`config.mk`:
```
export PLATFORM = sky130hd
export DESIGN_NAME = accum4_seq
export DESIGN_NICKNAME = d
export VERILOG_FILES = /design/src/rtl/accum4_seq_pkg.sv /design/src/rtl/ripple_add4.sv /design/src/rtl/accum4_seq.sv
export SDC_FILE = /design/constraint.sdc
export NUM_CORES = 1
export LEC_CHECK = 0
export ABC_CLOCK_PERIOD_IN_PS = 2700
export BUFFER_PORTS_ARGS = -buffer_cell sky130_fd_sc_hd__buf_2
export CELL_PAD_IN_SITES_DETAIL_PLACEMENT = 1
export CELL_PAD_IN_SITES_GLOBAL_PLACEMENT = 2
export CORE_ASPECT_RATIO = 1.1
export CORE_MARGIN = 2
export CORE_UTILIZATION = 30
export DETAILED_ROUTE_END_ITERATION = 16
export PLACE_DENSITY = 0.87
export SYNTH_ARGS = -nofsm -noshare
export SYNTH_HDL_FRONTEND = slang
export SYNTH_HIERARCHICAL = 1
export SYNTH_SLANG_ARGS = --single-unit
```
`constraint.sdc`:
```
create_clock -name clk -period 2.7 [get_ports clk]
set_input_delay 0.54 -clock clk [delete_from_list [all_inputs] [get_ports clk]]
set_output_delay 0.54 -clock clk [all_outputs]
set_load 0.05 [all_outputs]
```
`src/rtl/accum4_seq_pkg.sv`:
```
// Shared constants and types for the accum4_seq slice: state encodings,
// default geometry and the one-bit full-adder cell used by ripple_add4.
`ifndef ACCUM4_SEQ_DEFS
`define ACCUM4_SEQ_DEFS
`define ACCUM4_ST_IDLE  2'd0
`define ACCUM4_ST_ACCUM 2'd1
`define ACCUM4_ST_DONE  2'd2
`define ACCUM4_WIDTH    4
`define ACCUM4_NUM_OPS  4
`endif

package accum4_seq_pkg;

  localparam int DefWidth   = `ACCUM4_WIDTH;
  localparam int DefNumOps  = `ACCUM4_NUM_OPS;
  localparam int SliceWidth = 4;
  localparam int CntWidth   = 4;

  typedef enum logic [1:0] {
    IDLE  = `ACCUM4_ST_IDLE,
    ACCUM = `ACCUM4_ST_ACCUM,
    DONE  = `ACCUM4_ST_DONE
  } state_e;

  // One full-adder cell; result is {carry, sum}.
  function automatic logic [1:0] fullAdd(input logic a, input logic b, input logic ci);
    fullAdd = {(a & b) | (a & ci) | (b & ci), a ^ b ^ ci};
  endfunction

endpackage

```
`src/rtl/ripple_add4.sv`:
```
// Purely combinational 4-bit ripple-carry adder built from a chain of
// full-adder cells; wider datapaths chain several of these.
module ripple_add4
  import accum4_seq_pkg::*;
(
  input  logic [SliceWidth-1:0] a,
  input  logic [SliceWidth-1:0] b,
  input  logic                  ci,
  output logic [SliceWidth-1:0] s,
  output logic                  co
);

  logic [SliceWidth:0] c;

  assign c[0] = ci;

  for (genvar i = 0; i < SliceWidth; i++) begin : g_fa
    assign {c[i+1], s[i]} = fullAdd(a[i], b[i], c[i]);
  end

  assign co = c[SliceWidth];

endmodule

```
`src/rtl/accum4_seq.sv`:
```
// Accumulates NUM_OPS operands from a valid/ready stream through the ripple
// adder, keeps a sticky carry-out and pulses done for one cycle at the end.
module accum4_seq
  import accum4_seq_pkg::*;
#(
  parameter int WIDTH   = DefWidth,
  parameter int NUM_OPS = DefNumOps
)(
  input  logic             clk,
  input  logic             rst,
  input  logic             start,
  input  logic             cin,
  input  logic             in_valid,
  output logic             in_ready,
  input  logic [WIDTH-1:0] x,
  output logic [WIDTH-1:0] sum,
  output logic             cout,
  output logic             busy,
  output logic             done
);

  localparam int NumSlices = WIDTH / SliceWidth;
  localparam logic [CntWidth-1:0] LastOp = CntWidth'(NUM_OPS - 1);

  state_e              state_q, state_d;
  logic [WIDTH-1:0]    sum_q, sum_d;
  logic                cout_q, cout_d;
  logic [CntWidth-1:0] cnt_q, cnt_d;
  logic                cin_q, cin_d;

  logic [NumSlices:0]  carry;
  logic [WIDTH-1:0]    addSum;

  // The captured carry-in only enters the adder alongside the first operand.
  assign carry[0] = (cnt_q == '0) ? cin_q : 1'b0;

  for (genvar k = 0; k < NumSlices; k++) begin : g_slice
    ripple_add4 u_add (
      .a  (sum_q[k*SliceWidth +: SliceWidth]),
      .b  (x[k*SliceWidth +: SliceWidth]),
      .ci (carry[k]),
      .s  (addSum[k*SliceWidth +: SliceWidth]),
      .co (carry[k+1])
    );
  end

  always_comb begin
    state_d = state_q;
    sum_d   = sum_q;
    cout_d  = cout_q;
    cnt_d   = cnt_q;
    cin_d   = cin_q;
    unique case (state_q)
      IDLE: begin
        if (start) begin
          state_d = ACCUM;
          sum_d   = '0;
          cout_d  = 1'b0;
          cnt_d   = '0;
          cin_d   = cin;
        end
      end
      ACCUM: begin
        if (in_valid) begin
          sum_d  = addSum;
          cout_d = cout_q | carry[NumSlices];
          cnt_d  = cnt_q + CntWidth'(1);
          if (cnt_q == LastOp) begin
            state_d = DONE;
          end
        end
      end
      DONE: begin
        state_d = IDLE;
      end
      default: begin
        state_d = IDLE;
      end
    endcase
  end

  always_ff @(posedge clk) begin
    if (rst) begin
      state_q <= IDLE;
      sum_q   <= '0;
      cout_q  <= 1'b0;
      cnt_q   <= '0;
      cin_q   <= 1'b0;
    end else begin
      state_q <= state_d;
      sum_q   <= sum_d;
      cout_q  <= cout_d;
      cnt_q   <= cnt_d;
      cin_q   <= cin_d;
    end
  end

  assign in_ready = (state_q == ACCUM);
  assign busy     = (state_q == ACCUM);
  assign done     = (state_q == DONE);
  assign sum      = sum_q;
  assign cout     = cout_q;

endmodule

```
# Word level (Yosys, flattened, before mapping)

Cells that the tools add are included.

Add/subtract/negate cells: 1
Eq/ne operators: 6
Muxes and demuxes: 13
Bitwise gates (word level): 29
Reduce and logical (&&, ||, !) cells: 6

Operators by type and width:

| cell                                          | number |
|---|---|
| case mux 4 bit (2 select lines)               | 2 |
| bitwise AND 1 bit                             | 12 |
| two-way mux 4 bit                             | 3 |
| OR 1 bit                                      | 9 |
| bitwise XOR 1 bit                             | 8 |
| two-way mux 2 bit                             | 3 |
| AND reduction 3 bit                           | 2 |
| adder 4 x 1 -> 4 bit, second input constant   | 1 |
| == test 4 x 2 -> 1 bit, second input constant | 1 |
| zero test 4 bit                               | 1 |
| != test 2 bit, second input constant          | 2 |
| case mux 2 bit (2 select lines)               | 1 |
| two-way mux 1 bit                             | 3 |
| == test 2 x 1 -> 1 bit, second input constant | 1 |
| == test 2 bit, second input constant          | 1 |
| zero test 2 bit                               | 1 |
| != test 2 x 1 -> 1 bit, second input constant | 1 |
| case mux 1 bit (2 select lines)               | 1 |
| AND reduction 2 bit                           | 1 |
| nonzero test 2 bit                            | 1 |

Register bits after elaboration: 12
Input bits: 9
Output and inout bits: 8
Word-level logic and storage cells: 60

# Longest topological paths before layout

Depth after elaboration: 17
Depth in mapped cells: 13
Depth with buffers taken out: 13

# Cells and area by module

The synthesis kept the hierarchy.

Modules (own cells, without submodules):

| module      | times used | cells each | area each (um2) | sequential area each (um2) |
|---|---|---|---|---|
| accum4_seq  | 1          | 55         | 543.0           | 240.2 |
| ripple_add4 | 1          | 14         | 117.6           | 0.0 |

# Worst setup path before layout

OpenSTA, ideal clock, no wires.

Path type: register to register
From: register sum_q[0], in the netlist sum[0]
To: register sum_q[3], in the netlist sum[3]
Setup time: 117 ps
Data arrival time: 2,272 ps
Data required time: 2,583 ps
Path slack: 312 ps
Stages on the path, launching flop included: 10
Buffers on the path: 0
Period minus slack after synthesis: 2,388 ps
Cells stage by stage: dfxtp_1 -> inv_1 -> fa_1 -> inv_1 -> fa_1 -> fa_1 -> inv_1 -> fa_1 -> inv_1 -> a22o_1

Cells in the longest elaborated chain, start to end: 12
Elaborated cells on any way between the ends: 15
Classes of those cells: mux: 2; bitwise: 13

Ends and longest elaborated chain:

| element                           | RTL line             | text |
|---|---|---|
| start: declaration                | accum4_seq.sv:26     | `logic [WIDTH-1:0] sum_q, sum_d;` |
| start signal: assignment          | accum4_seq.sv:91     | `sum_q <= sum_d;` |
| bitwise AND 1 bit                 | accum4_seq_pkg.sv:27 | `fullAdd = {(a & b) \| (a & ci) \| (b & ci), a ^ b ^ ci};` |
| OR 1 bit * (2 in series)          | accum4_seq_pkg.sv:27 |  |
| bitwise AND 1 bit                 | accum4_seq_pkg.sv:27 |  |
| OR 1 bit                          | accum4_seq_pkg.sv:27 |  |
| OR 1 bit *                        | accum4_seq_pkg.sv:27 |  |
| bitwise AND 1 bit                 | accum4_seq_pkg.sv:27 |  |
| OR 1 bit                          | accum4_seq_pkg.sv:27 |  |
| OR 1 bit *                        | accum4_seq_pkg.sv:27 |  |
| bitwise XOR 1 bit *               | accum4_seq_pkg.sv:27 |  |
| via addSum[3]                     | accum4_seq.sv:32     | `logic [WIDTH-1:0] addSum;` |
| two-way mux 4 bit *               | accum4_seq.sv:64     | `if (in_valid) begin` |
| case mux 4 bit (2 select lines) * | accum4_seq.sv:53     | `unique case (state_q)` |

The timed path passes the listed nets; every way through them passes the cells marked *. The select of a mux whose other input is x is not followed.
A chain may end at the register's enable or synchronous reset.

# Worst setup path in the final report

From: register cnt_q[0]
To: register sum_q[3], in the netlist sum[3]

Cells in the longest elaborated chain, start to end: 14
Elaborated cells on any way between the ends: 17
Classes of those cells: mux: 3; bitwise: 13; reduce/logical: 1

Ends and longest elaborated chain:

| element                           | RTL line             | text |
|---|---|---|
| start: declaration                | accum4_seq.sv:28     | `logic [CntWidth-1:0] cnt_q, cnt_d;` |
| start signal: assignment          | accum4_seq.sv:93     | `cnt_q <= cnt_d;` |
| zero test 4 bit *                 | accum4_seq.sv:35     | `assign carry[0] = (cnt_q == '0) ? cin_q : 1'b0;` |
| two-way mux 1 bit *               | accum4_seq.sv:35     |  |
| via carry[0]                      | accum4_seq.sv:31     | `logic [NumSlices:0] carry;` |
| bitwise AND 1 bit                 | accum4_seq_pkg.sv:27 |  |
| OR 1 bit                          | accum4_seq_pkg.sv:27 |  |
| OR 1 bit *                        | accum4_seq_pkg.sv:27 |  |
| bitwise AND 1 bit                 | accum4_seq_pkg.sv:27 |  |
| OR 1 bit                          | accum4_seq_pkg.sv:27 |  |
| OR 1 bit *                        | accum4_seq_pkg.sv:27 |  |
| bitwise AND 1 bit                 | accum4_seq_pkg.sv:27 |  |
| OR 1 bit                          | accum4_seq_pkg.sv:27 |  |
| OR 1 bit *                        | accum4_seq_pkg.sv:27 |  |
| bitwise XOR 1 bit *               | accum4_seq_pkg.sv:27 |  |
| via addSum[3]                     | accum4_seq.sv:32     |  |
| two-way mux 4 bit *               | accum4_seq.sv:64     |  |
| case mux 4 bit (2 select lines) * | accum4_seq.sv:53     |  |

Marks and branches as above.

==> results.md <==
- The run finished with clean final reports.
- The pre-antenna-repair detailed-routing pass consisted of 3 iterations.
- Setup repair after global routing left no endpoint under its margin.
- Using the TritonRoute via totals, the vias-per-cell ratio works out to ~4.6.
- The later pin in the worst-skew pair is clocked with a latency of approximately 0.27 ns.
- In the finished design, the share of the clock period the worst path needs comes to ~90%.
- The number of different library cells used by synthesis comes to 27.
- After the flow finishes, the layout carries non-filler instances totaling about 110.
- The share of layout cells above drive strength 1 is 29.1%.
- Synthesis produced a little under 70 cells.
- Measured on the finished design, the core utilization comes to around two fifths.
- At the end of routability-driven placement, the weighted congestion stood at ~0.72.
- The first global-routing pass estimated approximately 2600 um of wire.
- The die is approximately 49 um wide.
- The half-perimeter wire length after detailed placement is 1110 um.
- For this run, the number of Yosys warnings is 6.
- The total count of hold-check failures in the final report was 0.
- The time the final worst path needs with I/O delays and setup is between 2 and 2.5 ns.
- For this design the top-level I/O count stands at 17.
- Of all nets on the critical path, the largest fanout is 5.
- The setup path with the least slack is of type register to register.
- The detail route stage leaves a number of antenna-violating nets equal to 0.
- The number of placed instances, taps included is 110.
- The CTS root buffer is sky130_fd_sc_hd__clkbuf_4.
- The finished layout cell area is roughly 790 um^2.
- Counting flops and latches in the post-synthesis netlist gives 12.
- The number of buffers on the longest clock path is 2.
- TritonCTS built the clock tree.
- The remaining global-route overflow is 0.
- In the synthesized netlist the async set-or-reset flop fraction comes to 0%.
- The final count of pins violating max slew is 0.
- The core region is between 2000 and 2500 um^2.
- The launching element type of the critical path is a register.
- The die covers roughly 2600 um^2.
- At the pin with the least slew margin, the transition time is ~0.5 ns.
- The number of antenna violations at the first check in global routing came to 0.
- The site row count is 17.
- After clock tree synthesis, the setup repair step added 0 buffers.
- The net count after synthesis is 84.
- The height of the die is 53.2 um.
- In this run the power density over the cells is 505 nW/um^2.
- Once the floorplan was initialized, standard cells occupied about a third of the core.
- The share of Yosys cell area claimed by the top area cell type is a little over a third.
- The cell leakage power is ~0.00038 uW.
- During placement, the flow inserted port buffers numbering 16.
- Leaving out fill and tap cells, the most frequent cells in the layout are sky130_fd_sc_hd__buf_2, sky130_fd_sc_hd__inv_1, sky130_fd_sc_hd__dfxtp_1.
- The proportion of synthesized chip area in sequential cells is approximately 36%.
- The final clock skew is ~0.0017 ns.
- At the worst endpoint, the required time is roughly 2.9 ns.
- sky130_fd_sc_hd__dfxtp_1 takes more of the synthesized area than any other cell.
- The post-route total power is between 400 and 500 uW.
- The first routing iteration left 5 violations.
- The worst vdd rail ir drop is about 0.00024 V.
- The H-tree depth is 1.
- Headroom to the max-slew limit came out at about two thirds.
- The vias after detailed routing is 530.
- The average cell area after synthesis is about 9.6 um^2.
- The tool flagged a number of max-cap violations equal to 0.
- Entering global routing, the biggest net connects 10 pins.
- The mean routed wirelength per cell is between 10 and 15 um.
- The clock-pin slew reported for the worst setup and hold paths after clock tree synthesis is about 0.080 ns.
- Global routing used a little over an eighth of the available tracks.
- After detailed routing, the number of remaining DRC violations is 0.
- Setup violations remaining at the end of the flow were counted as 0.
- The cell area after placement is 757 um^2.
- The synthesis-to-finish area growth is 20.3%.
- In the final design database the tool counted about 100 nets.
- The worst min-delay path category is register to register.
- The final-layout setup total negative slack is 0 ns.
- The total inserted antenna cells is 0.
- The data arrival time of the critical path is about 2.7 ns.
- The routed design has 1370 um of wire.
- The critical path capture point type is a register.
- The most common flop cell mapped by yosys is sky130_fd_sc_hd__dfxtp_1.
- The synthesized netlist occupies a cell area of roughly 660 um^2.
- The most common cell after layout, fill and taps aside is sky130_fd_sc_hd__buf_2.
- The number of sinks driven by the clock tree is 12.
- Based on the critical path, the design can be clocked at up to 401 MHz.
- The via count of the first global-routing pass came to 570.
- The number of buffers inserted during clock tree synthesis is 3.
- By area the synthesized netlist is led by sky130_fd_sc_hd__dfxtp_1, sky130_fd_sc_hd__fa_1, sky130_fd_sc_hd__inv_1.
- The number of enable-type register cells in the synthesized netlist is 0.
==> cells in the mapped netlist (2+ instances only) <==
cell and number:
sky130_fd_sc_hd__fa_1 4, sky130_fd_sc_hd__a31oi_1 2, sky130_fd_sc_hd__inv_1 13, sky130_fd_sc_hd__nand2_1 2, sky130_fd_sc_hd__nor3b_1 2, sky130_fd_sc_hd__dfxtp_1 12
sky130_fd_sc_hd__buf_4 2, sky130_fd_sc_hd__ha_1 2, sky130_fd_sc_hd__nand3_1 2, sky130_fd_sc_hd__a22o_1 5, sky130_fd_sc_hd__nor2_1 4, sky130_fd_sc_hd__and3_1 4
==> path summary, 6_finish.rpt <==
check	cells past startpoint	slack (ns)	from	to
max	12	0.21	cnt_q[0]$_SDFFE_PP0P_	sum[3]$_SDFFE_PP0P_
min	2	0.50	cnt_q[2]$_SDFFE_PP0P_	cnt_q[2]$_SDFFE_PP0P_
max reg2reg	12	0.21	cnt_q[0]$_SDFFE_PP0P_	sum[3]$_SDFFE_PP0P_
min reg2reg	2	0.50	cnt_q[2]$_SDFFE_PP0P_	cnt_q[2]$_SDFFE_PP0P_
==> final cells by class <==
| class | instances | area, um^2 |
|---|---|---|
| fillers | 255 | 1250 |
| multi-input cells | 41 | 353 |
| flip-flops and latches | 12 | 241 |
| repair buffers | 16 | 80.1 |
| inverters | 13 | 48.8 |
| clock buffers | 4 | 36.3 |
| well taps | 28 | 35.0 |
==> report_power, final <==
part	internal [uW]	switching (uW)
clock network	81.9	64.6
logic	23.9	41.8
registers	183	6.60
==> kinds of logic (layout without fill, tap and decap cells) <==
logic type               count (synthesis)  after routing  synth area share [%]
buffers and inverters                   16             33                  10.2
AND/OR/NAND/NOR                         19             19                  17.2
AO/OA/AOI/OAI                           13             13                  14.8
flip-flops                              12             12                  36.4
multiplexers                             3              3                  5.49
adder cells (fa/ha/maj)                  6              6                  15.9
==> metal layers <==
layer  up-vias  global-route usage (%)  part of all wire (%)  wire (um)
li1        264                       -                     -          -
met1       255                    14.6                    43        596
met3         2                    3.67                   3.7         51
met5         -                       0                     0          0
met2         9                    23.7                    51        702
met4         0                    8.57                   1.7         23
==> registers in the layout, summed over array words and instances, names as in the netlist <==
| name | count |
|---|---|
| cin_q | 1 |
| cnt_q | 4 |
| cout | 1 |
| state_q | 2 |
| sum | 4 |
==> worst max-delay path, stage by stage, from the launching register on <==
cell                      delay, ns
sky130_fd_sc_hd__dfxtp_2       0.38
sky130_fd_sc_hd__inv_1         0.06
sky130_fd_sc_hd__ha_1          0.18
sky130_fd_sc_hd__and3_1        0.16
sky130_fd_sc_hd__inv_1         0.06
sky130_fd_sc_hd__fa_1          0.16
sky130_fd_sc_hd__inv_1         0.05
sky130_fd_sc_hd__fa_1          0.38
sky130_fd_sc_hd__fa_1          0.37
sky130_fd_sc_hd__inv_1         0.07
sky130_fd_sc_hd__fa_1          0.40
sky130_fd_sc_hd__inv_1         0.06
sky130_fd_sc_hd__a22o_1        0.11
==> timing repair <==
item                       4_1_cts  5_1_grt
gates resized for setup          0        1
hold buffers                     0        0
setup endpoints to repair        0        2
==> through the flow <==
stage / hold WS, ns / setup slack (ns)
global placement: 0.486 / 0.234
floorplan: 0.452 / 0.312
CTS: 0.505 / 0.118
finish: 0.502 / 0.207
global route: 0.530 / 0.0193
detailed placement: 0.495 / 0.150
(Power assumes the default switching activity.)
